File: src/rtl/alu_control_pipe.sv
// -----------------------------------------------------------------------------
// alu_control_pipe
//
// Registered ALU control decoder for the MIPS datapath. It takes the 2-bit
// ALU-op class from the main control unit, plus the funct or opcode field. It
// produces the ALU control word one clock later. It also sequences multi-cycle
// mult/div operations. While a mult/div is in flight it raises a stall
// interlock toward the issue stage. It pulses a HI/LO write enable when the
// operation completes.
//
// Optional feature macro: ALU_CTRL_MULDIV_EN
//   defined   : mult/div decode, IDLE/BUSY/DONE sequencer, stall, start pulse,
//               muldiv_op and hilo_we are built.
//   undefined : no sequencer is built. stall, muldiv_start and hilo_we are
//               tied low and muldiv_op is tied 00. funct 011000-011011 decode
//               as illegal.
//
// Parameters
//   CTRL_W      width of the control word (>= 4, upper bits driven 0)
//   MULDIV_LAT  number of BUSY cycles for a mult/div (>= 1)
//
// Ports
//   clk           in   rising-edge clock
//   reset         in   synchronous, active-high reset
//   valid_in      in   decode request this cycle
//   aluop[1:0]    in   00 load/store, 01 branch, 10 R-type, 11 I-type ALU
//   funct[5:0]    in   funct field (used when aluop=10)
//   opcode[5:0]   in   opcode field (used when aluop=11)
//   control       out  registered ALU control word
//   shamt_sel     out  1 = shift amount taken from the shamt field
//   illegal       out  registered: unsupported funct/opcode
//   valid_out     out  registered: a decode was accepted last cycle
//   stall         out  mult/div in progress, upstream must hold
//   muldiv_start  out  one-cycle start pulse to the mult/div unit
//   muldiv_op     out  00 mult, 01 multu, 10 div, 11 divu
//   hilo_we       out  one-cycle HI/LO write enable
// -----------------------------------------------------------------------------
module alu_control_pipe #(
  parameter int CTRL_W     = 4,
  parameter int MULDIV_LAT = 8
) (
  input  logic              clk,
  input  logic              reset,
  input  logic              valid_in,
  input  logic [1:0]        aluop,
  input  logic [5:0]        funct,
  input  logic [5:0]        opcode,
  output logic [CTRL_W-1:0] control,
  output logic              shamt_sel,
  output logic              illegal,
  output logic              valid_out,
  output logic              stall,
  output logic              muldiv_start,
  output logic [1:0]        muldiv_op,
  output logic              hilo_we
);

  // ALU control encodings
  localparam logic [3:0] CTRL_AND  = 4'b0000;
  localparam logic [3:0] CTRL_OR   = 4'b0001;
  localparam logic [3:0] CTRL_ADD  = 4'b0010;
  localparam logic [3:0] CTRL_XOR  = 4'b0011;
  localparam logic [3:0] CTRL_SUB  = 4'b0110;
  localparam logic [3:0] CTRL_SLT  = 4'b0111;
  localparam logic [3:0] CTRL_SLTU = 4'b1000;
  localparam logic [3:0] CTRL_SLL  = 4'b1001;
  localparam logic [3:0] CTRL_SRL  = 4'b1010;
  localparam logic [3:0] CTRL_SRA  = 4'b1011;
  localparam logic [3:0] CTRL_NOR  = 4'b1100;

  logic [3:0] w_ctrl;
  logic       w_shamt;
  logic       w_illegal;
  logic       w_accept;

  logic [3:0] r_ctrl;
  logic       r_shamt;
  logic       r_illegal;
  logic       r_valid_out;

`ifdef ALU_CTRL_MULDIV_EN
  logic       w_is_muldiv;
`endif

  // ---------------------------------------------------------------------------
  // Combinational decode
  // ---------------------------------------------------------------------------
  // NOTE: every signal assigned in this block gets a default first, so no path leaves it unassigned and no latch is inferred.
  always_comb begin
    w_ctrl      = CTRL_AND;
    w_shamt     = 1'b0;
    w_illegal   = 1'b0;
`ifdef ALU_CTRL_MULDIV_EN
    w_is_muldiv = 1'b0;
`endif
    unique case (aluop)
      2'b00: w_ctrl = CTRL_ADD;
      2'b01: w_ctrl = CTRL_SUB;
      2'b10: begin
        case (funct)
          6'b100000, 6'b100001: w_ctrl = CTRL_ADD;
          6'b100010, 6'b100011: w_ctrl = CTRL_SUB;
          6'b100100:            w_ctrl = CTRL_AND;
          6'b100101:            w_ctrl = CTRL_OR;
          6'b100110:            w_ctrl = CTRL_XOR;
          6'b100111:            w_ctrl = CTRL_NOR;
          6'b101010:            w_ctrl = CTRL_SLT;
          6'b101011:            w_ctrl = CTRL_SLTU;
          6'b000000: begin w_ctrl = CTRL_SLL; w_shamt = 1'b1; end
          6'b000010: begin w_ctrl = CTRL_SRL; w_shamt = 1'b1; end
          6'b000011: begin w_ctrl = CTRL_SRA; w_shamt = 1'b1; end
          6'b000100:            w_ctrl = CTRL_SLL;
          6'b000110:            w_ctrl = CTRL_SRL;
          6'b000111:            w_ctrl = CTRL_SRA;
          // mult/multu/div/divu: the ALU itself idles (control 0).
          6'b011000, 6'b011001, 6'b011010, 6'b011011: begin
`ifdef ALU_CTRL_MULDIV_EN
            w_is_muldiv = 1'b1;
`else
            w_illegal   = 1'b1;
`endif
          end
          default:              w_illegal = 1'b1;
        endcase
      end
      2'b11: begin
        case (opcode)
          6'b001000, 6'b001001: w_ctrl = CTRL_ADD;
          6'b001100:            w_ctrl = CTRL_AND;
          6'b001101:            w_ctrl = CTRL_OR;
          6'b001110:            w_ctrl = CTRL_XOR;
          6'b001010:            w_ctrl = CTRL_SLT;
          6'b001011:            w_ctrl = CTRL_SLTU;
          default:              w_illegal = 1'b1;
        endcase
      end
      default: w_illegal = 1'b1;
    endcase
  end

  // A request is taken only when the interlock is down.
  assign w_accept = valid_in & ~stall;

  // ---------------------------------------------------------------------------
  // Decode output register: updates only on acceptance, otherwise holds.
  // ---------------------------------------------------------------------------
  // NOTE: sequential state uses non-blocking assignments so every register samples pre-edge values regardless of block order.
  always_ff @(posedge clk) begin
    if (reset) begin
      r_ctrl      <= 4'b0000;
      r_shamt     <= 1'b0;
      r_illegal   <= 1'b0;
      r_valid_out <= 1'b0;
    end else begin
      r_valid_out <= w_accept;
      if (w_accept) begin
        r_ctrl    <= w_ctrl;
        r_shamt   <= w_shamt;
        r_illegal <= w_illegal;
      end
    end
  end

  assign control   = CTRL_W'(r_ctrl);
  assign shamt_sel = r_shamt;
  assign illegal   = r_illegal;
  assign valid_out = r_valid_out;

`ifdef ALU_CTRL_MULDIV_EN
  // ---------------------------------------------------------------------------
  // Mult/div sequencer
  // ---------------------------------------------------------------------------
  typedef enum logic [1:0] {
    S_IDLE = 2'b00,
    S_BUSY = 2'b01,
    S_DONE = 2'b10
  } md_state_t;

  localparam int              CNT_W    = $clog2(MULDIV_LAT + 1);
  localparam logic [CNT_W-1:0] CNT_LOAD = CNT_W'(MULDIV_LAT - 1);

  md_state_t        r_state;
  logic [CNT_W-1:0] r_cnt;
  logic             r_start;
  logic             r_hilo_we;
  logic [1:0]       r_md_op;

  // Start and HI/LO pulses are registered alongside the state transition that
  // produces them. They are therefore high in exactly the first BUSY cycle and
  // in the single DONE cycle.
  always_ff @(posedge clk) begin
    if (reset) begin
      r_state   <= S_IDLE;
      r_cnt     <= '0;
      r_start   <= 1'b0;
      r_hilo_we <= 1'b0;
      r_md_op   <= 2'b00;
    end else begin
      r_start   <= 1'b0;
      r_hilo_we <= 1'b0;
      if (w_accept) begin
        r_md_op <= w_is_muldiv ? funct[1:0] : 2'b00;
      end
      case (r_state)
        S_IDLE: begin
          if (w_accept && w_is_muldiv) begin
            r_state <= S_BUSY;
            r_cnt   <= CNT_LOAD;
            r_start <= 1'b1;
          end
        end
        S_BUSY: begin
          // The load value is LAT-1 and we leave on zero, so BUSY spans LAT cycles.
          if (r_cnt == '0) begin
            r_state   <= S_DONE;
            r_hilo_we <= 1'b1;
          end else begin
            r_cnt <= r_cnt - 1'b1;
          end
        end
        S_DONE:  r_state <= S_IDLE;
        default: r_state <= S_IDLE;
      endcase
    end
  end

  assign stall        = (r_state != S_IDLE);
  assign muldiv_start = r_start;
  assign muldiv_op    = r_md_op;
  assign hilo_we      = r_hilo_we;
`else
  assign stall        = 1'b0;
  assign muldiv_start = 1'b0;
  assign muldiv_op    = 2'b00;
  assign hilo_we      = 1'b0;
`endif

endmodule

File: config.mk
export PLATFORM = sky130hd
export DESIGN_NAME = alu_control_pipe
export DESIGN_NICKNAME = d
export VERILOG_FILES = /design/src/rtl/alu_control_pipe.sv
export SDC_FILE = /design/constraint.sdc
export NUM_CORES = 1
export LEC_CHECK = 0
export CORE_MARGIN = 4
export CORE_UTILIZATION = 39
export CTS_CLUSTER_DIAMETER = 120
export DETAILED_ROUTE_END_ITERATION = 6
export PLACE_DENSITY = 0.78
export SLEW_MARGIN = 20
export SYNTH_ARGS = -nofsm -noshare
export SYNTH_HDL_FRONTEND = slang
export SYNTH_SLANG_ARGS = --single-unit
File: constraint.sdc
create_clock -name clk -period 1.8 [get_ports clk]
set_input_delay 0.18 -clock clk [delete_from_list [all_inputs] [get_ports clk]]
set_output_delay 0.18 -clock clk [all_outputs]
set_load 0.1 [all_outputs]
== Word-level counts from Yosys, hierarchy flattened ==
Cells that the tools add are included.
Widths: inputs -> output; s select.
Cells by class
  reductions and logical operators: 11
  muxes and demuxes: 8
  eq/ne operators: 25
Operator list (number)
  $eq 6x6->1 const B: 10
  $eq 6x4->1 const B: 7
  $pmux 4 s10: 1
  $pmux 4 s5: 1
  $eq 6x3->1 const B: 3
  $pmux 4 s4: 1
  $reduce_or 16->1: 1
  $eq 6x2->1 const B: 2
  $reduce_or 2->1: 6
  $reduce_or 7->1: 1
  $logic_not 6->1: 1
  $eq 2x2->1 const B: 2
  $mux 1: 4
  $reduce_or 3->1: 1
  $eq 2x1->1 const B: 1
  $logic_not 2->1: 1
  $pmux 1 s2: 1
Storage, ports and cells
  bits in registers: 7
  logic and storage cells: 48
  output and inout bits: 12

== Logic depth before layout (Yosys ltp) ==
Gate-level depths: netlist of the first run.
  word-level depth: 4
  gate-level depth with buffers: 5

== Worst setup path after synthesis of the first run ==
No wires, ideal clock.
  path type: input -> register
  start point: input port funct[5]
  end point: register r_ctrl[3], in the netlist control[3]
  cell stages on the path: 5
  data required time: 1.712 ns
  slack: 0.360 ns
  data arrival time: 1.351 ns
  path through: buf_6 or2_4 mux2_2 or3b_1 a311oi_2
On the way
  longest elaborated chain between the ends: 4
  elaborated cells on any way between the ends: 22
  classes of those cells: 14 x eq/ne; 2 x mux; 6 x reduce/logical
Ends and longest elaborated chain
  start, declared: RTL line 46  | input logic [5:0] funct,
  $eq 6x3->1, or another cell as far along: RTL line 100  | case (funct)
  $reduce_or 2->1 (no line)
  $pmux 4 s10 *: RTL line 100
  $pmux 4 s4 *: RTL line 96  | unique case (aluop)
  end signal, assigned: RTL line 157  | r_ctrl <= w_ctrl;
  end, declared: RTL line 76  | logic [3:0] r_ctrl;
Mark *: on every way between the ends. The rest lies on a longest branch, timed or not.
A chain may end at the register's enable or synchronous reset.

== Worst setup path after layout of the first run ==
  start point: input port opcode[3]
  end point: register r_ctrl[3], in the netlist control[3]
On the way
  longest elaborated chain between the ends: 4
  elaborated cells on any way between the ends: 9
  classes of those cells: 6 x eq/ne; 2 x mux; 1 x reduce/logical
Ends and longest elaborated chain
  start, declared: RTL line 47  | input logic [5:0] opcode,
  $eq 6x4->1: RTL line 127  | case (opcode)
  $reduce_or 2->1: RTL line 127
  $pmux 4 s5 *: RTL line 127
  $pmux 4 s4 *: RTL line 96
Marked as above.

==> out/metrics.cfg, run 1 <==
[setup_path]
worst_setup_path_end_kind=flop
r2r_slack_ps=1080
setup.worst_path.class=in2reg
crit_required_ps=1960
startpoint_type=input port
crit_arrival_ps=1780
reg2reg_to=control[1]
r2r-start=control[1]
r2r_cells=2
cp_max_fo=2

[synth]
seq_area_frac_synth_pct=23.9
synth_top_area_share_pct=23.9
synth_area_leaders=dfxtp_1 24%, mux2i_1 6.8%, buf_4 6.4%
yosys.area.top_type=dfxtp_1
synth.avg_cell_area_um2=8.02
mappedNetlistArea_um2=586
ys_warn_count=0
ys_ff_latch=7
async_reset_ff_share_pct=0
synth_edf_count=0
ys.flop_type=dfxtp_1
ys_types=39
synth_cells=73

[floorplan]
die_w_um=46.8
start_util_pct=43.4
io_pins=29
dieArea_um2=2190
die_height_um=46.8
core-area_um2=1350
rows=13

[pwr]
p_seq_share_pct=30.5
p_comb_share_pct=43.5
leakage_uw=0.000364
clkPwrFrac_pct=26.0
switching_share_pct=39.6
power.net_switching_uw=216
peakVddDrop_uv=252
total_power_uw=545
p_int_uw=329
power_density_nw_per_um2=621

[global_route]
grt_pass1_wl_mm=2.44
grt_pass1_vias=593
grt_use_total_pct=15.9
globalRouteOverflowTotal=0
grt_max_degree=9
antenna_found_initial=0

[sta]
whs_ps=491
rsz0062_at_grt=no
setup-violations-final=0
skew_ps=0
post-route-period-util_pct=90.0
hold_violations=0
max_freq_mhz=617
final_max_slew_viol_count=0
fin_crit_ps=1620

[place]
placed_cells=117
hpwl_mm=1.29
numPortBuffers=23
gp_congestion=0.861

[clocking]
cts-root-buf=clkbuf_4
cts_tree=done
cts_hold_buf=0
cts_max_level=1
postCtsSetupBuffers=0
cts.sinks=7
cts_made_buffers=3
clk_pin_slew_ps=50
clk_path_buf_depth=2
clock_latency_ps=250
ctsResizeCount=0

[layout]
drive_gt1_share_pct=22.6
syn2layout_area_growth_pct=49.8
diodes=0
final_cells=121
nNetsFinal=124

[worst_hold_path]
hold_end=control[2]
hold_depth=2
holdCritPathClass=reg2reg
worstHoldStart=control[2]

[route]
drt_iter0_drc=15
vias_per_cell=5.36
wirelength_mm=1.58
dr.pass1.iters=4
antenna_left=0
vias=648
avgRoutedWirePerCell_um=13.1
drc_errors=0

[outcome]
status=finished clean

[run]
cap_violations=0

-- worst max path at each step --
stage                         start    endpoint  slack, ps  depth (start not counted)
final                     opcode[3]  control[3]        180                          4
after CTS                 opcode[3]  control[3]        190                          4
after global placement    opcode[3]  control[3]        -40                          4
after detailed placement  opcode[3]  control[3]        -70                          4
after global routing      opcode[3]  control[3]        110                          4
after floorplan            funct[5]  control[3]        360                          5
-- logic make-up (layout without fill, tap and decap cells) --
| kind of cell | after synthesis | count (layout) | synth area share, % |
|---|---|---|---|
| AND/OR/NAND/NOR | 31 | 31 | 31.0 |
| multiplexers | 6 | 6 | 10.7 |
| AO/OA/AOI/OAI | 16 | 16 | 20.7 |
| other | 1 | 5 | 0.640 |
| flip-flops | 7 | 7 | 23.9 |
| buffers and inverters | 11 | 40 | 11.5 |
| XOR/XNOR | 1 | 1 | 1.50 |
-- flip-flops by register name, summed over array words and instances (netlist names) --
register	count
valid_out	1
shamt_sel	1
illegal	1
control	4
-- layout by cell type, fill, tap and decap left out, types with 3 or more instances in the layout --
| cell type | n |
|---|---|
| buf_4 | 17 |
| clkbuf_4 | 3 |
| clkdlybuf4s50_1 | 16 |
| conb_1 | 5 |
| dfxtp_1 | 7 |
| mux2i_1 | 4 |
| nand2_1 | 5 |
| nand3_1 | 4 |
| nor2_1 | 5 |
-- power by group through the flow --
| stage | Combinational [uW] | Sequential [uW] | Clock (uW) |
|---|---|---|---|
| global route | 249 | 167 | 162 |
| floorplan | 108 | 223 | 0 |
| finish | 237 | 166 | 142 |
| detailed placement | 235 | 169 | 0 |
| global placement | 234 | 169 | 0 |
| CTS | 236 | 166 | 146 |
-- per-layer routing --
| metal | vias to the layer above | wire length [um] | global-route usage, % | share of wire (%) |
|---|---|---|---|---|
| met5 | - | 0 | 0 | 0 |
| met4 | 0 | 33 | 9.39 | 2.1 |
| met3 | 6 | 201 | 6.51 | 13 |
| met2 | 42 | 719 | 25.5 | 45 |
| met1 | 268 | 627 | 17.6 | 40 |
| li1 | 332 | - | - | - |
-- layout make-up --
cell class                 count  area, um2
multi-input combinational     59        393
tap                           15       18.8
sequential                     7        140
timing repair buffer          33        288
clock buffer                   4       26.3
inverter                       3       11.3
fill                         120        473
-- synth_stat cells, types with 2 or more instances --
| cell | n |
|---|---|
| a21oi_1 | 2 |
| buf_4 | 5 |
| clkbuf_1 | 2 |
| dfxtp_1 | 7 |
| inv_1 | 2 |
| mux2i_1 | 4 |
| nand2_1 | 5 |
| nand3_1 | 4 |
| nor2_1 | 5 |
| nor2b_1 | 2 |
| nor3_1 | 2 |
| nor3b_1 | 2 |
| o21ai_0 | 2 |
| o31ai_1 | 2 |
| or3b_1 | 2 |
| or4_1 | 2 |
-- metrics by stage --
stage	TNS, ps	utilization (%)	instance area [um2]	setup slack [ps]
floorplan	0	-	601	360
global placement	-37.4	63.0	851	-37.4
detailed placement	-67.5	63.0	851	-67.5
CTS	0	65.0	877	193
global route	0	65.0	877	111
finish	0	65.0	877	180
-- worst max-delay path, cell delays in order --
cell,delay [ps]
clkdlybuf4s50_1,470
or3b_1,380
or4_1,490
a311oi_2,260
(Power assumes the default switching activity.)
==> inputs of run 2 (changes only) <==
--- a/config.mk
+++ b/config.mk
@@ -10,6 +10,7 @@
 export CTS_CLUSTER_DIAMETER = 120
 export DETAILED_ROUTE_END_ITERATION = 6
 export PLACE_DENSITY = 0.78
+export RECOVER_POWER = 50
 export SLEW_MARGIN = 20
 export SYNTH_ARGS = -nofsm -noshare
 export SYNTH_HDL_FRONTEND = slang
==> run 2 against run 1 <==
  * Design area down 1.7%
  * Via count up 0.15%
  * Clock skew unchanged
  * Sequential share of layout area up 0.28 points
  * First-iteration DRC count unchanged
  * Global-route usage unchanged
  * Final cell count unchanged
  * Critical path depth unchanged
  * Combinational power down 2%
  * Die area unchanged
  * Setup slack worse by 11 ps
  * Utilization down 1.1 points
  * Critical path type unchanged
  * Largest power group unchanged
==> out/metrics.cfg, run 2 (synthesis results as in run 1) <==
[route]
vias_per_cell=5.36
avgRoutedWirePerCell_um=13.0
dr.pass1.iters=4
drc_errors=0
vias=649
antenna_left=0
drt_iter0_drc=15
wirelength_mm=1.58

[floorplan]
rows=13
die_height_um=46.8
dieArea_um2=2190
io_pins=29
core-area_um2=1350
die_w_um=46.8
start_util_pct=43.4

[layout]
diodes=0
final_cell_mix=15 x clkdlybuf4s50_1, 11 x buf_4, 7 x dfxtp_1
largest_register_ffs=4
stdcell_area_um2=862
layout_commonest_cell=clkdlybuf4s50_1
nNetsFinal=124
multiInputGateArea_um2=393
fill_cells=126
drive_gt1_share_pct=22.6
syn2layout_area_growth_pct=47.2
regArea_um2=140
final_util_pct=63.9

[run]
cap_violations=0

[clocking]
clk_pin_slew_ps=50
cts_made_buffers=3
ctsResizeCount=0
cts_max_level=1
clock_latency_ps=250
clk_path_buf_depth=2
cts-root-buf=clkbuf_4
cts.sinks=7
cts_hold_buf=0
cts_tree=done
postCtsSetupBuffers=0

[place]
numPortBuffers=23
gp_congestion=0.861
dp_slack_ps=-67.5
hpwl_mm=1.29
dpl-instance-area_um2=851

[pwr]
p_seq_share_pct=30.7
p_comb_share_pct=43.1
total_power_uw=540
power_density_nw_per_um2=627
leakage_uw=0.000360
power.net_switching_uw=215
clkPwrFrac_pct=26.2
peakVddDrop_uv=251
p_int_uw=325
switching_share_pct=39.9

[sta]
fin_ws_ps=169
skew_ps=0
final.setup.tns_ps=0
max_freq_mhz=613
hold_violations=0
post-route-period-util_pct=90.6
max-slew-margin-rel_pct=64.1
rsz0062_at_grt=no
worst_slew_pin_slew_ps=542
final_max_slew_viol_count=0
setup-violations-final=0
fin_crit_ps=1630

[worst_hold_path]
worstHoldStart=control[2]
holdCritPathClass=reg2reg
hold_depth=2
hold_end=control[2]

[setup_path]
r2r_slack_ps=1080
r2r-start=control[1]
cp_max_fo=2
reg2reg_to=control[1]
crit_arrival_ps=1790
setup.worst_path.class=in2reg
crit_required_ps=1960
startpoint_type=input port
r2r_cells=2
worst_setup_path_end_kind=flop

[global_route]
grt_pass1_wl_mm=2.44
grt_max_degree=9
grt_pass1_vias=593
globalRouteOverflowTotal=0
antenna_found_initial=0
grt_use_total_pct=15.9

[outcome]
status=finished clean

-- run 2: metal layers --
| layer | wire (um) | GRT usage [%] | vias up |
|---|---|---|---|
| li1 | - | - | 330 |
| met1 | 634 | 17.6 | 272 |
| met2 | 716 | 25.5 | 41 |
| met3 | 196 | 6.51 | 6 |
| met4 | 33 | 9.39 | 0 |
| met5 | 0 | 0 | - |
-- run 2: worst max-delay path, cell delays in order --
cell and delay (ps):
clkdlybuf4s50_1 470, or3b_1 380, or4_1 490, a311oi_2 270
-- run 2: power groups by stage --
stage / Clock (uW) / Sequential (uW) / Combinational [uW]
after floorplan: 0 / 223 / 108
after global placement: 0 / 169 / 234
after detailed placement: 0 / 169 / 235
after CTS: 146 / 166 / 236
after global routing: 162 / 167 / 245
final: 142 / 166 / 233
-- run 2: layout make-up --
| type | instances | share of cell area (%) |
|---|---|---|
| clock buffers | 4 | 3.05 |
| inverters | 3 | 1.31 |
| multi-input cells | 59 | 45.6 |
| flip-flops and latches | 7 | 16.3 |
| well taps | 15 | 2.18 |
| repair buffers | 33 | 31.6 |
-- run 2: worst max-delay path by stage --
stage              start    endpoint
2_1_floorplan   funct[5]  control[3]
3_3_place_gp   opcode[3]  control[3]
3_5_place_dp   opcode[3]  control[3]
4_1_cts        opcode[3]  control[3]
5_1_grt        opcode[3]  control[3]
6_report       opcode[3]  control[3]
-- run 2: per-stage QoR --
step	instances	hold slack, ps
2_1_floorplan	77	248
3_3_place_gp	117	475
3_5_place_dp	117	485
4_1_cts	121	492
5_1_grt	121	533
6_report	121	491
